==> config.mk <==
export PLATFORM = sky130hd
export DESIGN_NAME = axi_fifo_wr_arbiter
export DESIGN_NICKNAME = d
export VERILOG_FILES = /design/src/rtl/axi_fifo_arb_pkg.sv /design/src/rtl/axi_fifo_wr_arbiter_rr_pick.sv /design/src/rtl/axi_fifo_wr_arbiter.sv
export SDC_FILE = /design/constraint.sdc
export NUM_CORES = 1
export LEC_CHECK = 0
export CORE_ASPECT_RATIO = 0.8
export CORE_MARGIN = 3
export CORE_UTILIZATION = 30
export CTS_CLUSTER_DIAMETER = 120
export DETAILED_ROUTE_END_ITERATION = 7
export PLACE_DENSITY = 0.87
export SLEW_MARGIN = 0
export SYNTH_ARGS = -nofsm -noshare
export SYNTH_HDL_FRONTEND = slang
export SYNTH_SLANG_ARGS = --single-unit
==> constraint.sdc <==
create_clock -name aclk -period 5.9 [get_ports aclk]
set_clock_uncertainty 0.2 [all_clocks]
set_input_delay 1.18 -clock aclk [delete_from_list [all_inputs] [get_ports aclk]]
set_output_delay 1.18 -clock aclk [all_outputs]
set_load 0.005 [all_outputs]
==> src/rtl/axi_fifo_arb_pkg.sv <==
// Shared definitions for the FIFO write-port arbiter: FSM state encoding and the
// sizing rule for the per-grant burst counter.
package axi_fifo_arb_pkg;

   typedef enum logic {
      ST_IDLE  = 1'b0,
      ST_GRANT = 1'b1
   } arb_state_e;

   // Counter must hold 0..BURST_LEN inclusive.
   function automatic int burst_cnt_width(input int burst_len);
      return $clog2(burst_len + 1);
   endfunction

endpackage

==> src/rtl/axi_fifo_wr_arbiter_rr_pick.sv <==
// Round-robin priority picker: finds the first asserted request at or after ptr,
// searching upward and wrapping from N_CH-1 back to 0. Purely combinational.
module rr_priority_pick #(
   parameter  int N_CH = 4,
   localparam int CH_W = $clog2(N_CH)
) (
   input  logic [N_CH-1:0] req,
   input  logic [CH_W-1:0] ptr,
   output logic            found,
   output logic [CH_W-1:0] idx
);

   // ptr is always < N_CH, so a single conditional subtract handles the wrap.
   function automatic logic [CH_W-1:0] wrap_add(input logic [CH_W-1:0] base, input int off);
      int s;
      s = int'(base) + off;
      if (s >= N_CH) s = s - N_CH;
      return CH_W'(s);
   endfunction

   // Scan from the farthest offset down so the nearest request to ptr wins last.
   always_comb begin
      found = 1'b0;
      idx   = '0;
      for (int i = N_CH - 1; i >= 0; i--) begin
         if (req[wrap_add(ptr, i)]) begin
            found = 1'b1;
            idx   = wrap_add(ptr, i);
         end
      end
   end

endmodule

==> src/rtl/axi_fifo_wr_arbiter.sv <==
// Shares one FIFO write port among N_CH requesters. Round-robin grant, at most
// BURST_LEN words per grant, zero-latency data passthrough while granted, and a
// channel tag on every written word. fifo_full is plain back-pressure.
module axi_fifo_wr_arbiter
   import axi_fifo_arb_pkg::*;
#(
   parameter  int N_CH       = 4,
   parameter  int DATA_WIDTH = 32,
   parameter  int BURST_LEN  = 4,
   localparam int CH_W       = $clog2(N_CH)
) (
   input  logic                       aclk,
   input  logic                       aresetn,
   input  logic [N_CH-1:0]            s_valid,
   input  logic [N_CH*DATA_WIDTH-1:0] s_data,
   output logic [N_CH-1:0]            s_ready,
   output logic [DATA_WIDTH-1:0]      fifo_wr_data,
   output logic                       fifo_wr_en,
   output logic [CH_W-1:0]            fifo_wr_ch,
   input  logic                       fifo_full,
   output logic                       busy,
   output logic [CH_W-1:0]            grant_ch
);

   localparam int BCW = burst_cnt_width(BURST_LEN);

   arb_state_e                state;
   logic [CH_W-1:0]           rr_ptr;
   logic [BCW-1:0]            burst_cnt;
   logic                      pick_found;
   logic [CH_W-1:0]           pick_idx;
   logic                      granted;
   logic                      g_valid;
   logic [DATA_WIDTH-1:0]     g_data;
   logic                      accept;
   logic                      burst_done;
   logic [CH_W-1:0]           next_ptr;

   rr_priority_pick #(.N_CH(N_CH)) u_pick (
      .req   (s_valid),
      .ptr   (rr_ptr),
      .found (pick_found),
      .idx   (pick_idx)
   );

   // Output path is gated by aresetn so the word presented in a reset cycle is never written.
   assign granted    = (state == ST_GRANT) && aresetn;
   assign accept     = granted && g_valid && !fifo_full;
   assign burst_done = (burst_cnt == BCW'(BURST_LEN - 1));
   assign next_ptr   = (grant_ch == CH_W'(N_CH - 1)) ? '0 : grant_ch + 1'b1;

   // Select the granted channel's valid and data word.
   always_comb begin
      g_valid = s_valid[grant_ch];
      g_data  = s_data[int'(grant_ch) * DATA_WIDTH +: DATA_WIDTH];
   end

   // Passthrough to the FIFO; everything reads zero outside an active grant.
   always_comb begin
      s_ready      = '0;
      fifo_wr_en   = 1'b0;
      fifo_wr_data = '0;
      fifo_wr_ch   = '0;
      if (granted) begin
         s_ready[grant_ch] = !fifo_full;
         fifo_wr_en        = accept;
         fifo_wr_data      = g_data;
         fifo_wr_ch        = grant_ch;
      end
   end

   // Arbitration FSM: pick in IDLE (one-cycle bubble), stream in GRANT until burst end or idle requester.
   always_ff @(posedge aclk) begin
      if (!aresetn) begin
         state     <= ST_IDLE;
         rr_ptr    <= '0;
         burst_cnt <= '0;
         grant_ch  <= '0;
         busy      <= 1'b0;
      end else begin
         case (state)
            ST_IDLE: begin
               if (pick_found) begin
                  state     <= ST_GRANT;
                  grant_ch  <= pick_idx;
                  burst_cnt <= '0;
                  busy      <= 1'b1;
               end
            end
            ST_GRANT: begin
               if (!g_valid) begin
                  state  <= ST_IDLE;
                  busy   <= 1'b0;
                  rr_ptr <= next_ptr;
               end else if (accept) begin
                  if (burst_done) begin
                     state     <= ST_IDLE;
                     busy      <= 1'b0;
                     rr_ptr    <= next_ptr;
                     burst_cnt <= '0;
                  end else begin
                     burst_cnt <= burst_cnt + 1'b1;
                  end
               end
            end
            default: begin
               state <= ST_IDLE;
               busy  <= 1'b0;
            end
         endcase
      end
   end

endmodule

# Word level (Yosys, flattened, before mapping)
# Cells that the tools add are included.
[op_classes]
order_cmp = 10
n_addsub = 9
bitwise = 2
mux = 47
shifts = 1
n_reduce_logical = 9
n_eq_ne = 9
[ops]
columns = ["cell", "n"]
rows = [
  ["$shiftx 128x8->32", 1],
  ["$mux 32", 1],
  ["$mux 2", 13],
  ["$mux 1", 19],
  ["$lt 2x3->1 const B", 5],
  ["$mux 3", 4],
  ["$bmux 1 s2", 5],
  ["$ge 3x3->1 const B", 3],
  ["$reduce_and 3->1", 3],
  ["$ne 2x1->1 const B", 4],
  ["$sub 2x1->2 const B", 4],
  ["$add 2x2->3 const B", 2],
  ["$ne 3x2->1 const B", 2],
  ["$pmux 3 s2", 1],
  ["$and 4x4->4", 1],
  ["$logic_and 1x1->1", 4],
  ["$mux 4", 1],
  ["$pmux 1 s2", 2],
  ["$add 2x1->3 const B", 1],
  ["$add 3x1->3 const B", 1],
  ["$eq 3x2->1 const B", 1],
  ["$ge 2x3->1 const B", 1],
  ["$add 2x1->2 const B", 1],
  ["$demux 1 s2", 1],
  ["other kinds (6)", 6],
]
[totals]
input_bits = 135
out_inout_bits = 42
register_bits = 9

# Longest topological paths before layout
# Gate-level depths: netlist (run 1).
[logic_depth]
ltp_word = 11
depth_mapped = 6
depth_no_buf = 5

# By module
# A second synthesis (run 1) with hierarchy kept.
[unflattened]
cells_unflattened = 148
hier_area_um2 = 1630.3
[by_module_without_submodules]
columns = ["mod", "n_inst", "area_per_inst_um2", "seq_area_each_um2", "cells_per_inst"]
rows = [
  ["axi_fifo_wr_arbiter", 1, 1552.7, 180.2, 135],
  ["rr_priority_pick", 1, 77.6, 0.0, 13],
]

# Worst setup path before layout (run 1)
# OpenSTA, ideal clock, no wires.
[synth_timing]
path_kind = "input port to output port"
start = "input s_valid[3]"
end = "output fifo_wr_en"
path_buffers = 0
cell_stages = 3
t_arrival_ps = 1827
setup_slack_ps = 2693
cell_sequence = "mux4_2 nand2_1 inv_2"
[synth_between]
elab_chain_cells = 5
[synth_lines]
columns = ["element", "line_no", "text"]
rows = [
  ["start: declaration", "axi_fifo_wr_arbiter.sv:14", "input logic [N_CH-1:0] s_valid,"],
  ["$bmux 1 s2", "axi_fifo_wr_arbiter.sv:54", "g_valid = s_valid[grant_ch];"],
  ["$mux 1 (implied by the code)", "axi_fifo_wr_arbiter.sv:54", ""],
  ["$logic_and 1x1->1 (2 in a row)", "axi_fifo_wr_arbiter.sv:48", "assign accept = granted && g_valid && !fifo_full;"],
  ["$mux 1", "axi_fifo_wr_arbiter.sv:64", "if (granted) begin"],
  ["end: declaration", "axi_fifo_wr_arbiter.sv:18", "output logic fifo_wr_en,"],
]
# Every way passes these cells. The select of a mux whose other input is x is not followed.

# Final worst setup path (run 1)
[layout_timing]
start = "input aresetn"
end = "output fifo_wr_data[2]"
[layout_between]
elab_chain_cells = 2
[layout_lines]
columns = ["element", "line_no", "text"]
rows = [
  ["start: declaration", "axi_fifo_wr_arbiter.sv:13", "input logic aresetn,"],
  ["$logic_and 1x1->1", "axi_fifo_wr_arbiter.sv:47", "assign granted = (state == ST_GRANT) && aresetn;"],
  ["$mux 32", "axi_fifo_wr_arbiter.sv:64", ""],
  ["end: declaration", "axi_fifo_wr_arbiter.sv:17", "output logic [DATA_WIDTH-1:0] fifo_wr_data,"],
]
# Every way passes these cells.

==> flow_summary.toml, run 1 <==
[outcome]
status = "complete, no violations"

[setup_path]
critPathMaxFanout = 35
start_kind = "primary input"
critPathArrivalTime_ns = 3.15
r2r_start = "grant_ch[1]"
setup.worst_path.class = "primary input to output pin"
cp-end-kind = "output pin"
ff2ff_setup_slack_ns = 3.83
worstPathRequired_ns = 4.52
regToRegEndpoint = "state"
crit_start = "aresetn"
rr_worst_depth = 4

[drt]
drc = 0
wl_met3_um = 735
antenna_left = 0
viasPerCell = 5.070
route.vias.total = 1891
drt_iter0_drc = 77
drt-wirelength-per-cell_um = 18.02
firstDrtPassIters = 4
totalWireLength_um = 6722
wl_met2_um = 3468
top_layer = "met4"
met1_length_um = 2444

[final_layout]
final_layout_size_suffix_gt1_frac = 0.1406
final_cell_mix = "clkdlybuf4s50_1 (176), mux4_2 (33), nor2b_1 (29), nand2_1 (11), dfxtp_1 (7)"
layout_commonest_cell = "clkdlybuf4s50_1"
regArea_um2 = 182.7
diodes = 0
nNetsFinal = 454
multi_input_area_mm2 = 0.001301
fillCellCount = 343
fin_cells = 373
area_growth_syn_to_layout_pct = 117.7

[pwr]
combPwrFrac = 0.590
power.density_mw_per_mm2 = 107.1
intPower_mw = 0.2729
p_seq_frac = 0.212
power.share.clock = 0.198
switching_share = 0.2505
vdd_drop_max_mv = 0.1042
net-switching-power_mw = 0.09121
p_leak_nw = 1.176

[clock_network]
worstSkewPairLatency_ns = 0.23
clkSinkCount = 9
post-cts-setup-buffers = 0
root_buffer = "clkbuf_8"
ctsResizeCount = 0
cts.path.max_buffers = 2
cts_buffers = 3
hold_buffers = 0
clkSlewWorstSetupHoldPaths_ns = 0.05
h-tree-depth = 1
cts_tree = "built"

[synthesis]
ys_types = 33
synth_seq_cells = 9
synthTopCellsByArea = "mux4_2 (48%), nor2b_1 (12%), dfxtp_1 (12%)"
syn-cell-area_mm2 = 0.001561
yosysSeqAreaShare = 0.1154
ys.warnings.count = 0
synth_nets = 284
yosys.area.top_type_share = 0.4760
syn_inst = 144
syn_area_per_cell_um2 = 10.84
synth_area_leader_cell = "mux4_2"

[global_routing]
grt_pass1_wl_um = 10270
grt_pass1_vias = 1979
grt-ovfl-total = 0
grt_max_degree = 39
antenna_found_initial = 0
grt_usage = 0.2156

[floorplan]
fp.dieArea_mm2 = 0.006112
fp.dieW_um = 86.66
die_height_um = 70.53
ioPinCount = 177
coreArea_mm2 = 0.004790
initial_core_util = 0.3260
rows = 22

[min_path]
hp-start = "burst_cnt[2]"
hold_end = "burst_cnt[2]"
holdPathStages = 2
hp-class = "flip-flop to flip-flop"

[sta]
timing.setup.tns_ns = 0
rsz0062_at_grt = "no"
max_clock_freq_ghz = 0.2209
setup_viol = 0
maxSlewViolCount = 0
worst_slew_pin_slew_ns = 0.8649
finalHoldViolCount = 0
min_period_over_period = 0.7674
max_slew_margin = 0.4234
layout_min_cycle_time_ns = 4.528

[placement]
dp_hpwl_um = 5697
io_buffer_count = 176
dp.cells = 369
globalplace.congestion = 0.8279

[flow_run]
cap_viol_max_count = 0
cells by family after synthesis:
family	synth area share
and+or+nand+nor	0.2268
muxes	0.4952
buffers and inverters	0.05128
AOI/OAI and AO/OA	0.07132
DFF	0.1154
adders and majority gates	0.04006
per-stage QoR:
stage	area [um2]	utilization	hold WS [ns]	setup slack [ns]	power (mW)
5_1_grt	3400	0.7098	0.2932	1.242	0.3872
3_3_place_gp	3354	0.7004	0.2420	1.450	0.2900
3_5_place_dp	3354	0.7004	0.2484	1.376	0.2950
4_1_cts	3400	0.7098	0.2516	1.370	0.3676
6_report	3400	0.7098	0.2485	1.372	0.3641
2_1_floorplan	1562	-	0.2233	2.693	0.1630
synthesized netlist by cell type (all sizes together):
cell / instances
inv: 5
ha: 5
nor2: 3
nor2b: 29
dfxtp: 9
o31ai: 1
nand4: 1
buf: 6
nand3: 2
a21boi: 1
mux4: 33
o211ai: 1
o221ai: 2
a21oi: 4
a211oi: 1
o21ai: 2
and2: 3
clkbuf: 7
and3b: 2
o21a: 1
nand2: 12
nand2b: 2
o211a: 1
o22ai: 1
nor3: 1
and2b: 4
or4: 1
mux2i: 3
nor4: 1
per-layer routing:
| metal | global-route usage | vias up |
|---|---|---|
| li1 | - | 891 |
| met1 | 0.2654 | 883 |
| met2 | 0.3829 | 111 |
| met3 | 0.06054 | 6 |
| met4 | 0.03287 | 0 |
| met5 | 0 | - |
area by class of cell:
class | instances | area share
timing repair buffer | 178 | 0.5226
multi-input combinational | 117 | 0.3828
sequential | 9 | 0.05374
tap | 60 | 0.02208
clock buffer | 4 | 0.01325
inverter | 5 | 0.005521
power groups by stage:
stage / logic, mW / clock network, mW / registers (mW)
after floorplan: 0.0943 / 0 / 0.0687
after global placement: 0.211 / 0 / 0.0789
after detailed placement: 0.216 / 0 / 0.0789
after CTS: 0.217 / 0.0726 / 0.0777
after global routing: 0.231 / 0.0771 / 0.0791
final: 0.215 / 0.0721 / 0.0773
how the worst max path moves through the flow:
stage	to	slack (ns)	depth (start not counted)
6_report	fifo_wr_data[2]	1.37	5
5_1_grt	fifo_wr_data[2]	1.24	5
4_1_cts	fifo_wr_data[2]	1.37	5
3_5_place_dp	fifo_wr_data[2]	1.38	5
3_3_place_gp	fifo_wr_data[10]	1.45	5
2_1_floorplan	fifo_wr_en	2.69	3
sequential cells by signal, summed over array words and instances (netlist names):
| signal | count |
|---|---|
| grant_ch | 2 |
| rr_ptr | 2 |
| burst_cnt | 3 |
| busy | 1 |
| state | 1 |
worst max-delay path, stage by stage:
cell and delay, ns:
clkdlybuf4s50_1 0.77, nand2_1 0.16, buf_4 0.27, and2b_1 0.24, clkdlybuf4s50_1 0.50
Power figures use the tool's default switching activity.
==> inputs of run 2 (changes only) <==
--- a/config.mk
+++ b/config.mk
@@ -7,10 +7,10 @@
 export LEC_CHECK = 0
 export CORE_ASPECT_RATIO = 0.8
 export CORE_MARGIN = 3
-export CORE_UTILIZATION = 30
+export CORE_UTILIZATION = 28
 export CTS_CLUSTER_DIAMETER = 120
 export DETAILED_ROUTE_END_ITERATION = 7
-export PLACE_DENSITY = 0.87
+export PLACE_DENSITY = 0.82
 export SLEW_MARGIN = 0
 export SYNTH_ARGS = -nofsm -noshare
 export SYNTH_HDL_FRONTEND = slang
==> constraint.sdc (replaced) <==
create_clock -name aclk -period 4.4 [get_ports aclk]
set_clock_uncertainty 0.2 [all_clocks]
set_input_delay 0.88 -clock aclk [delete_from_list [all_inputs] [get_ports aclk]]
set_output_delay 0.88 -clock aclk [all_outputs]
set_load 0.005 [all_outputs]
==> flow_summary.toml, run 2 (synthesis results as in run 1) <==
[outcome]
status = "complete, no violations"

[final_layout]
reg.largest.list = "burst_cnt: 3 flops, grant_ch: 2 flops, rr_ptr: 2 flops"
top_register = "burst_cnt"
final_cell_mix = "clkdlybuf4s50_1 (176), mux4_2 (33), nor2b_1 (29), nand2_1 (11), dfxtp_1 (7)"
multi_input_area_mm2 = 0.001301
area_growth_syn_to_layout_pct = 120.2
fillCellCount = 427
diodes = 0
layout_commonest_cell = "clkdlybuf4s50_1"
largest_reg_flops = 3
regArea_um2 = 182.7
final_layout_size_suffix_gt1_frac = 0.1433
nNetsFinal = 455

[clock_network]
h-tree-depth = 1
cts_buffers = 3
cts.path.max_buffers = 2
root_buffer = "clkbuf_8"
post-cts-setup-buffers = 0
clkSlewWorstSetupHoldPaths_ns = 0.04
cts_tree = "built"
worstSkewPairLatency_ns = 0.23
ctsResizeCount = 0
hold_buffers = 0
clkSinkCount = 9

[setup_path]
critPathMaxFanout = 36
regToRegEndpoint = "state"
crit_end = "fifo_wr_data[31]"
worstPathRequired_ns = 3.32
setup.worst_path.class = "primary input to output pin"
r2r_start = "grant_ch[1]"
cp-end-kind = "output pin"
critPathArrivalTime_ns = 2.60
ff2ff_setup_slack_ns = 2.34
rr_worst_depth = 4
start_kind = "primary input"
crit_start = "aresetn"

[sta]
whs_ns = 0.2492
rsz0062_at_grt = "no"
min_period_over_period = 0.8361
max_slew_margin = 0.4126
max_clock_freq_ghz = 0.2718
worst_slew_pin_slew_ns = 0.8811
setup_viol = 0
timing.setup.tns_ns = 0
finalHoldViolCount = 0
maxSlewViolCount = 0
layout_min_cycle_time_ns = 3.679

[floorplan]
ioPinCount = 177
fp.dieW_um = 89.49
fp.dieArea_mm2 = 0.006514
initial_core_util = 0.2998
rows = 23
coreArea_mm2 = 0.005209
die_height_um = 72.80

[drt]
drt-wirelength-per-cell_um = 16.73
route.vias.total = 1868
firstDrtPassIters = 4
drc = 0
viasPerCell = 4.802
drt_iter0_drc = 48
totalWireLength_um = 6508
antenna_left = 0

[global_routing]
grt_max_degree = 39
antenna_found_initial = 0
grt_pass1_vias = 1839
grt_usage = 0.1932
grt_pass1_wl_um = 9515
grt-ovfl-total = 0

[pwr]
vdd_drop_max_mv = 0.1915
power.density_mw_per_mm2 = 142.1
p_leak_nw = 1.184

[placement]
dp_hpwl_um = 5545
io_buffer_count = 176
globalplace.congestion = 0.7402

[min_path]
hp-class = "flip-flop to flip-flop"
holdPathStages = 2

[flow_run]
cap_viol_max_count = 0
## run 2: changes by cell type in the layout (fill, tap and decap cells not counted), sizes merged
cell  previous run  this run
buf              2         3
## run 2: where the power goes
part	internal (mW)	switching, mW
clock network	0.0632	0.0334
logic	0.218	0.0694
registers	0.0874	0.0174
total	0.368	0.120
## run 2: worst min-delay path by stage
stage / start / endpoint / slack [ns]
floorplan: burst_cnt[2] / burst_cnt[2] / 0.22
global placement: burst_cnt[2] / burst_cnt[2] / 0.24
detailed placement: burst_cnt[2] / burst_cnt[2] / 0.24
CTS: burst_cnt[2] / burst_cnt[2] / 0.25
global route: burst_cnt[2] / burst_cnt[2] / 0.27
finish: burst_cnt[2] / burst_cnt[2] / 0.25
## run 2: worst max-delay path: stages
cell	delay [ns]
clkdlybuf4s50_1	0.45
buf_4	0.19
nand2_1	0.07
buf_4	0.25
and2b_1	0.25
clkdlybuf4s50_1	0.49
## run 2: stage by stage
stage / utilization / cells / power (mW) / setup WS, ns / instance area, um2
after global placement: 0.6515 / 385 / 0.3922 / 0.7491 / 3393
final: 0.6601 / 389 / 0.4886 / 0.7210 / 3438
after global routing: 0.6601 / 389 / 0.5211 / 0.6341 / 3438
after floorplan: - / 144 / 0.2186 / 1.793 / 1562
after detailed placement: 0.6515 / 385 / 0.3963 / 0.7309 / 3393
after CTS: 0.6601 / 389 / 0.4954 / 0.7298 / 3438
## run 2: layer usage
layer  share of wire  vias to the layer above  GRT usage
met5               0                        -          0
met4           0.011                        0    0.03471
met3            0.12                        6    0.06433
met2            0.50                      107     0.3410
met1            0.37                      858     0.2303
li1                -                      897          -
## run 2: area by class of cell
type	instances	share of cell area
inverters	5	0.005459
well taps	75	0.02729
clock buffers	4	0.01310
repair buffers	179	0.5226
multi-input cells	117	0.3785
flip-flops and latches	9	0.05313
